**config.mk**
```make
export PLATFORM = sky130hd
export DESIGN_NAME = decoder_3to8_scan_flat
export DESIGN_NICKNAME = d
export VERILOG_FILES = /design/src/rtl/decoder_3to8_scan_if.sv /design/src/rtl/decoder_3to8_scan.sv /design/src/flat_wrapper.sv
export SDC_FILE = /design/constraint.sdc
export NUM_CORES = 1
export LEC_CHECK = 0
export BUFFER_PORTS_ARGS = -buffer_cell sky130_fd_sc_hd__buf_2
export CAP_MARGIN = 20
export CORE_UTILIZATION = 35
export CTS_BUF_LIST = sky130_fd_sc_hd__clkbuf_8
export CTS_CLUSTER_DIAMETER = 50
export DETAILED_ROUTE_END_ITERATION = 7
export GPL_ROUTABILITY_DRIVEN = 0
export GPL_TIMING_DRIVEN = 0
export RECOVER_POWER = 100
export SYNTH_ARGS = -nofsm -noshare
export SYNTH_HDL_FRONTEND = slang
export SYNTH_SLANG_ARGS = --single-unit
export TNS_END_PERCENT = 10
```
**constraint.sdc**
```tcl
create_clock -name clk -period 1.7 [get_ports clk]
set_input_delay 0.34 -clock clk [delete_from_list [all_inputs] [get_ports clk]]
set_output_delay 0.34 -clock clk [all_outputs]
set_load 0.01 [all_outputs]
```
**src/rtl/decoder_3to8_scan_if.sv**
```systemverilog
// Handshake and output bundle for the registered 3-to-8 scan decoder.
// master drives code/control, slave is the decoder itself.
interface decoder_3to8_scan_if;
   logic       en;
   logic       mode;
   logic [2:0] code_in;
   logic       code_valid;
   logic       code_ready;
   logic [7:0] data_out;
   logic [2:0] code_cur;
   logic       out_valid;
   logic       scan_wrap;

   modport master (
      output en,
      output mode,
      output code_in,
      output code_valid,
      input  code_ready,
      input  data_out,
      input  code_cur,
      input  out_valid,
      input  scan_wrap
   );

   modport slave (
      input  en,
      input  mode,
      input  code_in,
      input  code_valid,
      output code_ready,
      output data_out,
      output code_cur,
      output out_valid,
      output scan_wrap
   );
endinterface

```
**src/rtl/decoder_3to8_scan.sv**
```systemverilog
// Registered 3-to-8 one-hot decoder with a direct (handshake) mode
// and a free-running scan mode; each line is held HOLD_CYCLES cycles.
module decoder_3to8_scan #(
   parameter int HOLD_CYCLES = 4,
   parameter int HOLD_W      = 8
) (
   input  logic                 clk,
   input  logic                 rst_n,
   decoder_3to8_scan_if.slave   bus
);

   typedef enum logic [1:0] {
      S_IDLE,
      S_HOLD,
      S_SCAN
   } state_t;

   // a hold of zero cycles would never show the line, so clamp to one
   localparam int HC = (HOLD_CYCLES < 1) ? 1 : HOLD_CYCLES;
   localparam logic [HOLD_W-1:0] RELOAD = HOLD_W'(HC - 1);

   state_t            r_state;
   state_t            w_state_nx;
   logic [HOLD_W-1:0] r_cnt;
   logic [HOLD_W-1:0] w_cnt_nx;
   logic [2:0]        r_code;
   logic [2:0]        w_code_nx;
   logic              r_valid;
   logic              w_valid_nx;
   logic              r_wrap;
   logic              w_wrap_nx;
   logic [7:0]        r_data;
   logic [7:0]        w_data_nx;
   logic              w_ready;
   logic              w_accept;
   logic              w_cnt_zero;

   assign w_ready = rst_n & bus.en & ~bus.mode
                  & (r_state == S_IDLE);
   assign w_accept   = w_ready & bus.code_valid;
   assign w_cnt_zero = (r_cnt == '0);

   always_comb begin
      w_state_nx = r_state;
      w_cnt_nx   = r_cnt;
      w_code_nx  = r_code;
      w_valid_nx = r_valid;
      w_wrap_nx  = 1'b0;
      if (!bus.en) begin
         w_state_nx = S_IDLE;
         w_cnt_nx   = '0;
         w_valid_nx = 1'b0;
      end else begin
         unique case (r_state)
            S_IDLE: begin
               if (bus.mode) begin
                  w_state_nx = S_SCAN;
                  w_code_nx  = 3'd0;
                  w_cnt_nx   = RELOAD;
                  w_valid_nx = 1'b1;
               end else if (w_accept) begin
                  w_state_nx = S_HOLD;
                  w_code_nx  = bus.code_in;
                  w_cnt_nx   = RELOAD;
                  w_valid_nx = 1'b1;
               end
            end
            S_HOLD: begin
               if (w_cnt_zero) begin
                  w_state_nx = S_IDLE;
                  w_valid_nx = 1'b0;
               end else begin
                  w_cnt_nx = r_cnt - 1'b1;
               end
            end
            S_SCAN: begin
               if (!w_cnt_zero) begin
                  w_cnt_nx = r_cnt - 1'b1;
               end else if (bus.mode) begin
                  w_code_nx = 3'(r_code + 3'd1);
                  w_cnt_nx  = RELOAD;
                  w_wrap_nx = (r_code == 3'd7);
               end else begin
                  // scan released: finish on this line, do not advance
                  w_state_nx = S_IDLE;
                  w_valid_nx = 1'b0;
               end
            end
            default: begin
               w_state_nx = S_IDLE;
               w_cnt_nx   = '0;
               w_valid_nx = 1'b0;
            end
         endcase
      end
   end

   always_comb begin
      w_data_nx = 8'h00;
      if (w_valid_nx) begin
         w_data_nx = 8'h01 << w_code_nx;
      end
   end

   always_ff @(posedge clk or negedge rst_n) begin
      if (!rst_n) begin
         r_state <= S_IDLE;
         r_cnt   <= '0;
         r_code  <= 3'd0;
         r_valid <= 1'b0;
         r_wrap  <= 1'b0;
         r_data  <= 8'h00;
      end else begin
         r_state <= w_state_nx;
         r_cnt   <= w_cnt_nx;
         r_code  <= w_code_nx;
         r_valid <= w_valid_nx;
         r_wrap  <= w_wrap_nx;
         r_data  <= w_data_nx;
      end
   end

   assign bus.code_ready = w_ready;
   assign bus.data_out   = r_data;
   assign bus.code_cur   = r_code;
   assign bus.out_valid  = r_valid;
   assign bus.scan_wrap  = r_wrap;

endmodule
```
**src/flat_wrapper.sv**
```systemverilog
// flat-port wrapper written by rule: the top's interface ports become plain ports
module decoder_3to8_scan_flat 
#(
   parameter int HOLD_CYCLES = 4,
   parameter int HOLD_W      = 8
)
  (clk, rst_n, bus_en, bus_mode, bus_code_in, bus_code_valid, bus_code_ready, bus_data_out, bus_code_cur, bus_out_valid, bus_scan_wrap);
  decoder_3to8_scan_if bus_i ();
  input  logic clk;
  input  logic rst_n;
  input wire logic [$bits(bus_i.en)-1:0] bus_en;
  input wire logic [$bits(bus_i.mode)-1:0] bus_mode;
  input wire logic [$bits(bus_i.code_in)-1:0] bus_code_in;
  input wire logic [$bits(bus_i.code_valid)-1:0] bus_code_valid;
  output wire logic [$bits(bus_i.code_ready)-1:0] bus_code_ready;
  output wire logic [$bits(bus_i.data_out)-1:0] bus_data_out;
  output wire logic [$bits(bus_i.code_cur)-1:0] bus_code_cur;
  output wire logic [$bits(bus_i.out_valid)-1:0] bus_out_valid;
  output wire logic [$bits(bus_i.scan_wrap)-1:0] bus_scan_wrap;
  assign bus_i.en = bus_en;
  assign bus_i.mode = bus_mode;
  assign bus_i.code_in = bus_code_in;
  assign bus_i.code_valid = bus_code_valid;
  assign bus_code_ready = bus_i.code_ready;
  assign bus_data_out = bus_i.data_out;
  assign bus_code_cur = bus_i.code_cur;
  assign bus_out_valid = bus_i.out_valid;
  assign bus_scan_wrap = bus_i.scan_wrap;
  decoder_3to8_scan #(.HOLD_CYCLES(HOLD_CYCLES), .HOLD_W(HOLD_W)) u_core (.clk(clk), .rst_n(rst_n), .bus(bus_i));
endmodule
```
==> results by group, run 1 <==
Synth
  • Post-synthesis sequential area ratio: 0.443
  • Synth Area in Simple Gates: 0.229
  • Synthesized netlist cell count: 134
  • Area of the mapped netlist: 0.00130 mm2
  • Syn_nets: 145
  • Synthesized-area fraction occupied by adder cells: 0.0289
  • Mux contribution to synthesized area: 0
  • Syn Area/Cell: 9.69 um2
  • Largest family of logic cells by synthesized area: simple AND/OR/NAND/NOR gates
  • Synth warn: 0
  • Netlist cell types: 41
  • Yosys reg bits: 23
  • Compound-Gate Fraction of Synth Area: 0.216
  • XOR/XNOR Fraction of Synth Area: 0.0405

STA
  • Hold_ws: -0.000488 ns
  • Max-slew violations: 0
  • Post-route setup slack: -0.259 ns
  • Slew @ Worst Pin: 0.554 ns
  • Minimum clock period: 1.96 ns
  • Max_slew headroom: 0.625
  • Final Cycle Share: 1.15
  • Max Clk Rate: 510 MHz
  • Setup TNS: -2.95 ns
  • Final setup vio count: 18
  • Endpoints failing hold: 4
  • RSZ-0062 raised after global routing: true
  • Setup Skew: 0.00621 ns

Clock tree
  • CTS tree: yes
  • H-Tree Depth: 1
  • Clock slew at reported path FFs: 0.09 ns
  • Clock tree buffer depth: 2
  • Num CTS Buffers: 3
  • CTS Hold Bufs: 0
  • Root Buffer: clkbuf_8
  • CTS sink cnt: 23
  • Worst skew pair latency: 0.26 ns

Place
  • PortBufs: 19
  • Final HPWL DP: 2120 um
  • Dpl cell area: 0.00145 mm2
  • Placed cell count: 199

Pwr
  • Total chip power: 1.54 mW
  • Peak supply drop: 434 uV
  • Cell Pwr Density: 962 mW/mm2
  • Lkg Pwr: 0.693 nW

Status
  • Violated checks: hold timing, setup timing
  • Outcome: complete, but fails checks

Job
  • Max cap viols: 0

Floorplanning
  • Die area: 0.00396 mm2
  • Core area: 0.00344 mm2
  • Die Y: 62.9 um
  • Die X: 62.9 um
  • Rows: 21
  • Initial Util: 0.377
  • Num ports: 22

Hold path
  • Class of the worst hold path: in2async

Layout
  • Area of the multi-input gates: 741 um2
  • N_diodes: 0
  • Fillers: 348
  • Post-route cell area: 0.00160 mm2
  • Reg area: 576 um2
  • Non-Filler Instances: 208
  • Layout Nets: 174
  • Area delta synth->final: 23.5%
  • Final Core Density: 0.466
  • Layout cells sized above 1: 0.284

Global route
  • Total grt overflow: 0
  • Initial antenna violation count: 0
  • GRT Overall Usage: 0.160
  • Global-route wire length before repair: 5000 um
  • Pin count of the biggest net entering global routing: 29
  • Number of global-route vias before repair: 1048

Routing
  • Routed wire length: 3050 um
  • Drt pass-1 iters: 4
  • DR vias: 1133
  • Final routed DRC violation total: 0
  • Routed len/inst: 14.7 um
  • Avg Vias per Cell: 5.45
  • Antenna Nets Post-Route: 0
  • Iter 0 DRT Violations: 38

Worst setup path
  • Critical path class: reg2reg
  • Crit path required time: 1.88 ns
  • Arrival time worst endpoint: 2.14 ns
  • Worst Setup End Kind: flop
  • CP Launch Type: flop
  • Depth of the worst register-to-register path: 8
  • Critical path fanouts, max: 5
## per-layer routing
layer	share of wire	GRT usage
met3	0.041	0.0219
met5	0	0
met4	0.0062	0.0523
met2	0.50	0.250
met1	0.45	0.227
## worst paths after layout
path,from,to,slack (ns)
hold reg to reg,u_core.r_cnt[0],u_core.r_cnt[0],0.59
setup reg to reg,u_core.r_cnt[1],u_core.bus.data_out[6],-0.26
min in group clk,bus_code_in[2],u_core.bus.code_cur[2],0.36
hold / removal,rst_n,u_core.r_cnt[6],-0.0005
setup / recovery,u_core.r_cnt[1],u_core.bus.data_out[6],-0.26
max in group asynchronous,rst_n,u_core.r_state[1],1.43
## layout make-up
| type | instances | area share |
|---|---|---|
| Clock inverter | 1 | 0.00312 |
| Clock buffer | 3 | 0.0257 |
| Buffer | 6 | 0.0195 |
| Inverter | 8 | 0.0203 |
| Tap cell | 46 | 0.0359 |
| Sequential cell | 23 | 0.359 |
| Multi-Input combinational cell | 97 | 0.462 |
| Timing Repair Buffer | 24 | 0.0749 |
## flip-flops by register name, summed over array words and instances, names as in the netlist
signal                count
u_core.bus.code_cur       3
u_core.bus.data_out       8
u_core.bus.out_valid      1
u_core.bus.scan_wrap      1
u_core.r_cnt              8
u_core.r_state            2
## placed cells by master, fill, tap and decap left out, drive strengths merged, types with 2 or more instances in the layout
cell and instances:
a2111oi 2, a21o 2, a21oi 11, a22o 2, a31oi 3, buf 13, clkbuf 20, dfrtp 23
ha 3, inv 8, nand2 3, nand2b 4, nand3 2, nand4 2, nor2 10, nor2b 2
nor3 13, nor4b 3, o211ai 2, o21ai 10, or3 3, xor2 6
## Yosys cell counts (all sizes together)
master | count | area (um2)
a21oi | 11 | 77.6
nand2 | 3 | 11.3
nor3 | 13 | 76.3
ha | 3 | 37.5
nand4 | 2 | 12.5
a22oi | 1 | 7.51
xor2 | 6 | 52.6
clkbuf | 4 | 15.0
a22o | 2 | 17.5
or2 | 1 | 6.26
nand3 | 2 | 10.0
o31ai | 1 | 7.51
or3 | 3 | 23.8
a2111oi | 2 | 17.5
a21bo | 1 | 10.0
a311oi | 1 | 8.76
and2 | 1 | 6.26
dfrtp | 23 | 576
o221a | 1 | 11.3
nor4 | 1 | 12.5
nand2b | 4 | 25.0
o2bb2ai | 1 | 8.76
nor2b | 2 | 12.5
nor3b | 1 | 7.51
nor2 | 10 | 37.5
o211ai | 2 | 15.0
buf | 2 | 10.0
a21boi | 1 | 7.51
a31oi | 3 | 18.8
or4 | 1 | 7.51
a21o | 2 | 15.0
o21ai | 10 | 50.1
nor4b | 3 | 41.3
inv | 8 | 30.0
a211oi | 1 | 7.51
nand3b | 1 | 7.51
## worst max-delay path, cell delays in order, from the launching register on
cell and delay, ns:
dfrtp_1 0.40, inv_2 0.08, ha_4 0.14, nor4b_4 0.28, a21oi_2 0.11, or3_4 0.38, a21oi_4 0.23, inv_4 0.08
nor3_2 0.18
## logic make-up (layout without fill, tap and decap cells)
logic type,count (synthesis),after routing
simple gates,48,48
fa+ha+maj,3,3
xor+xnor,6,6
compound gates,40,40
buf+inv,14,42
flops,23,23
## metrics by stage
| stage | hold WS (ns) | worst slack, ns |
|---|---|---|
| floorplan | 0.0444 | -0.103 |
| global placement | 0.364 | -0.424 |
| detailed placement | 0.371 | -0.508 |
| CTS | 0.0766 | -0.253 |
| global route | 0.0208 | -0.374 |
| finish | -0.000488 | -0.259 |
## report_power, final
group	total [mW]	internal, mW	switching, mW
Sequential	0.669	0.600	0.0688
Combinational	0.531	0.222	0.309
Clock	0.343	0.164	0.179
## what timing repair did
action / in CTS / in global routing
setup endpoints to repair: 23 / 23
pin swaps: 2 / 2
buffers inserted: 4 / 1
gates resized for setup: 18 / 9
No activity file was read; power rests on OpenSTA's default activity.
==> run 2, diff against run 1 <==
- clock period: 1.7 -> 2.4 ns (I/O delays scaled with it)
==> run 2 against run 1 <==
The flow now finishes without violations; sequential power decreased by 29%; clock skew decreased by 0.0016 ns; clock-buffer cell count unchanged; power decreased by 34%; clock power decreased by 30%; setup slack improved by 0.46 ns; non-clock buffer count decreased by 5; final area decreased by 7.7%; die area unchanged; highest routed layer unchanged.
==> results by group, run 2 (synthesis gave the netlist of run 1 again) <==
Status
  • Outcome: complete, no violations

Clock tree
  • CTS sink cnt: 23
  • CTS tree: yes
  • Cts repair resizes: 0
  • Clock slew at reported path FFs: 0.08 ns
  • Clock tree buffer depth: 2
  • CTS Hold Bufs: 0
  • Setup Fix Bufs, Post-CTS: 0
  • Root Buffer: clkbuf_8
  • H-Tree Depth: 1
  • Worst skew pair latency: 0.26 ns
  • Num CTS Buffers: 3

Worst setup path
  • Depth of the worst register-to-register path: 8
  • Crit path required time: 2.57 ns
  • Reg2Reg Setup Slack: 0.20 ns
  • Critical path class: reg2reg
  • Crit-path max cell delay: 0.45 ns
  • Arrival time worst endpoint: 2.36 ns
  • Cell Chain, Critical Path: inv_1 -> ha_1 -> nor4b_4 -> a21oi_1 -> or3_4 -> a21oi_4 -> inv_2 -> nor3_1
  • Reg-to-reg endpoint: u_core.bus.data_out[2]
  • Critical path fanouts, max: 6
  • Worst r2r src: u_core.r_cnt[0]
  • CP Launch Type: flop
  • Worst Setup End Kind: flop
  • Crit path max-delay cell type: dfrtp_1

Floorplanning
  • Die X: 62.9 um
  • Die area: 0.00396 mm2
  • Num ports: 22
  • Core area: 0.00344 mm2
  • Initial Util: 0.377
  • Rows: 21
  • Die Y: 62.9 um

Layout
  • Area delta synth->final: 14.0%
  • Commonest non-fill, non-tap cell in the layout: dfrtp_1
  • N_diodes: 0
  • Final Core Density: 0.430
  • Layout Nets: 169
  • Layout cells sized above 1: 0.134
  • Commonest non-fill, non-tap cells in the layout: dfrtp_1 (23), clkbuf_1 (18), nor3_1 (12), nor2_1 (10)

STA
  • Final setup vio count: 0
  • Endpoints failing hold: 0
  • Max-slew violations: 0
  • Setup Skew: 0.00460 ns
  • Minimum clock period: 2.20 ns
  • Max Clk Rate: 456 MHz
  • Final Cycle Share: 0.915
  • Slew @ Worst Pin: 0.746 ns
  • RSZ-0062 raised after global routing: false
  • Max_slew headroom: 0.499
  • Post-route setup slack: 0.205 ns
  • Setup TNS: 0 ns

Global route
  • GRT Overall Usage: 0.157
  • Met1 usage: 0.219
  • Number of global-route vias before repair: 1040
  • Total grt overflow: 0
  • Initial antenna violation count: 0
  • Global-route wire length before repair: 4870 um
  • Gr busiest metal: met2
  • Pin count of the biggest net entering global routing: 29
  • Routing usage on met3: 0.0237
  • GRT met2 Usage: 0.242

Pwr
  • Cell Pwr Density: 692 mW/mm2
  • Power Internal: 0.665 mW
  • Peak supply drop: 220 uV
  • Lkg Pwr: 0.651 nW
  • Clock share of power: 0.235
  • Logic pwr share: 0.303
  • Net Sw Power: 0.358 mW
  • Total chip power: 1.02 mW
  • Sequential share of power: 0.462
  • Sw Share: 0.350

Routing
  • Routed wire length: 2740 um
  • DR vias: 1086
  • Routed len/inst: 13.5 um
  • Drt pass-1 iters: 4
  • Antenna Nets Post-Route: 0
  • Final routed DRC violation total: 0
  • Iter 0 DRT Violations: 90
  • Avg Vias per Cell: 5.35

Place
  • PortBufs: 19
  • Final HPWL DP: 2040 um
  • Dpl ws: 0.0812 ns

Job
  • Max cap viols: 0

Hold path
  • Class of the worst hold path: in2async
[run 2: area by class of cell]
type                            count  area [um2]
Tap cell                           46        57.6
Sequential cell                    23         576
Timing Repair Buffer               19        77.6
Fill cell                         351        1960
Inverter                            8        30.0
Clock buffer                        3        41.3
Clock inverter                      1        5.00
Buffer                              6        25.0
Multi-Input combinational cell     97         668
[run 2: metrics by stage]
stage	instances	hold slack (ns)	instance area, um2
final	203	0.206	1480
after global routing	203	0.241	1480
after CTS	203	0.224	1500
after detailed placement	199	0.517	1450
after global placement	199	0.509	1450
after floorplan	134	0.184	1300
[run 2: power groups by stage]
stage | registers (mW) | logic (mW) | clock network [mW]
2_1_floorplan | 0.481 | 0.227 | 0
3_3_place_gp | 0.480 | 0.315 | 0
3_5_place_dp | 0.480 | 0.315 | 0
4_1_cts | 0.473 | 0.317 | 0.250
5_1_grt | 0.480 | 0.352 | 0.266
6_report | 0.473 | 0.310 | 0.240
[run 2: worst max-delay path: cells and delay by family, from the launching register on]
kind / cells / cell delay, ns
and+or+nand+nor: 3 / 0.90
adders and majority gates: 1 / 0.22
AOI/OAI and AO/OA: 2 / 0.35
buffers and inverters: 2 / 0.19
DFF: 1 / 0.45
[run 2: metal layers]
metal | part of all wire | up-vias
li1 | - | 535
met1 | 0.51 | 527
met2 | 0.45 | 20
met3 | 0.024 | 4
met4 | 0.017 | 0
met5 | 0 | -
[run 2: how the worst max path moves through the flow]
stage / from / endpoint / slack, ns / depth (start not counted)
floorplan: u_core.r_cnt[0] / u_core.bus.data_out[4] / 0.53 / 8
global placement: rst_n / u_core.bus.data_out[0] / 0.17 / 7
detailed placement: rst_n / u_core.bus.data_out[2] / 0.08 / 7
CTS: u_core.r_cnt[0] / u_core.bus.data_out[2] / 0.20 / 8
global route: u_core.r_cnt[0] / u_core.bus.data_out[2] / 0.05 / 8
finish: u_core.r_cnt[0] / u_core.bus.data_out[2] / 0.20 / 8
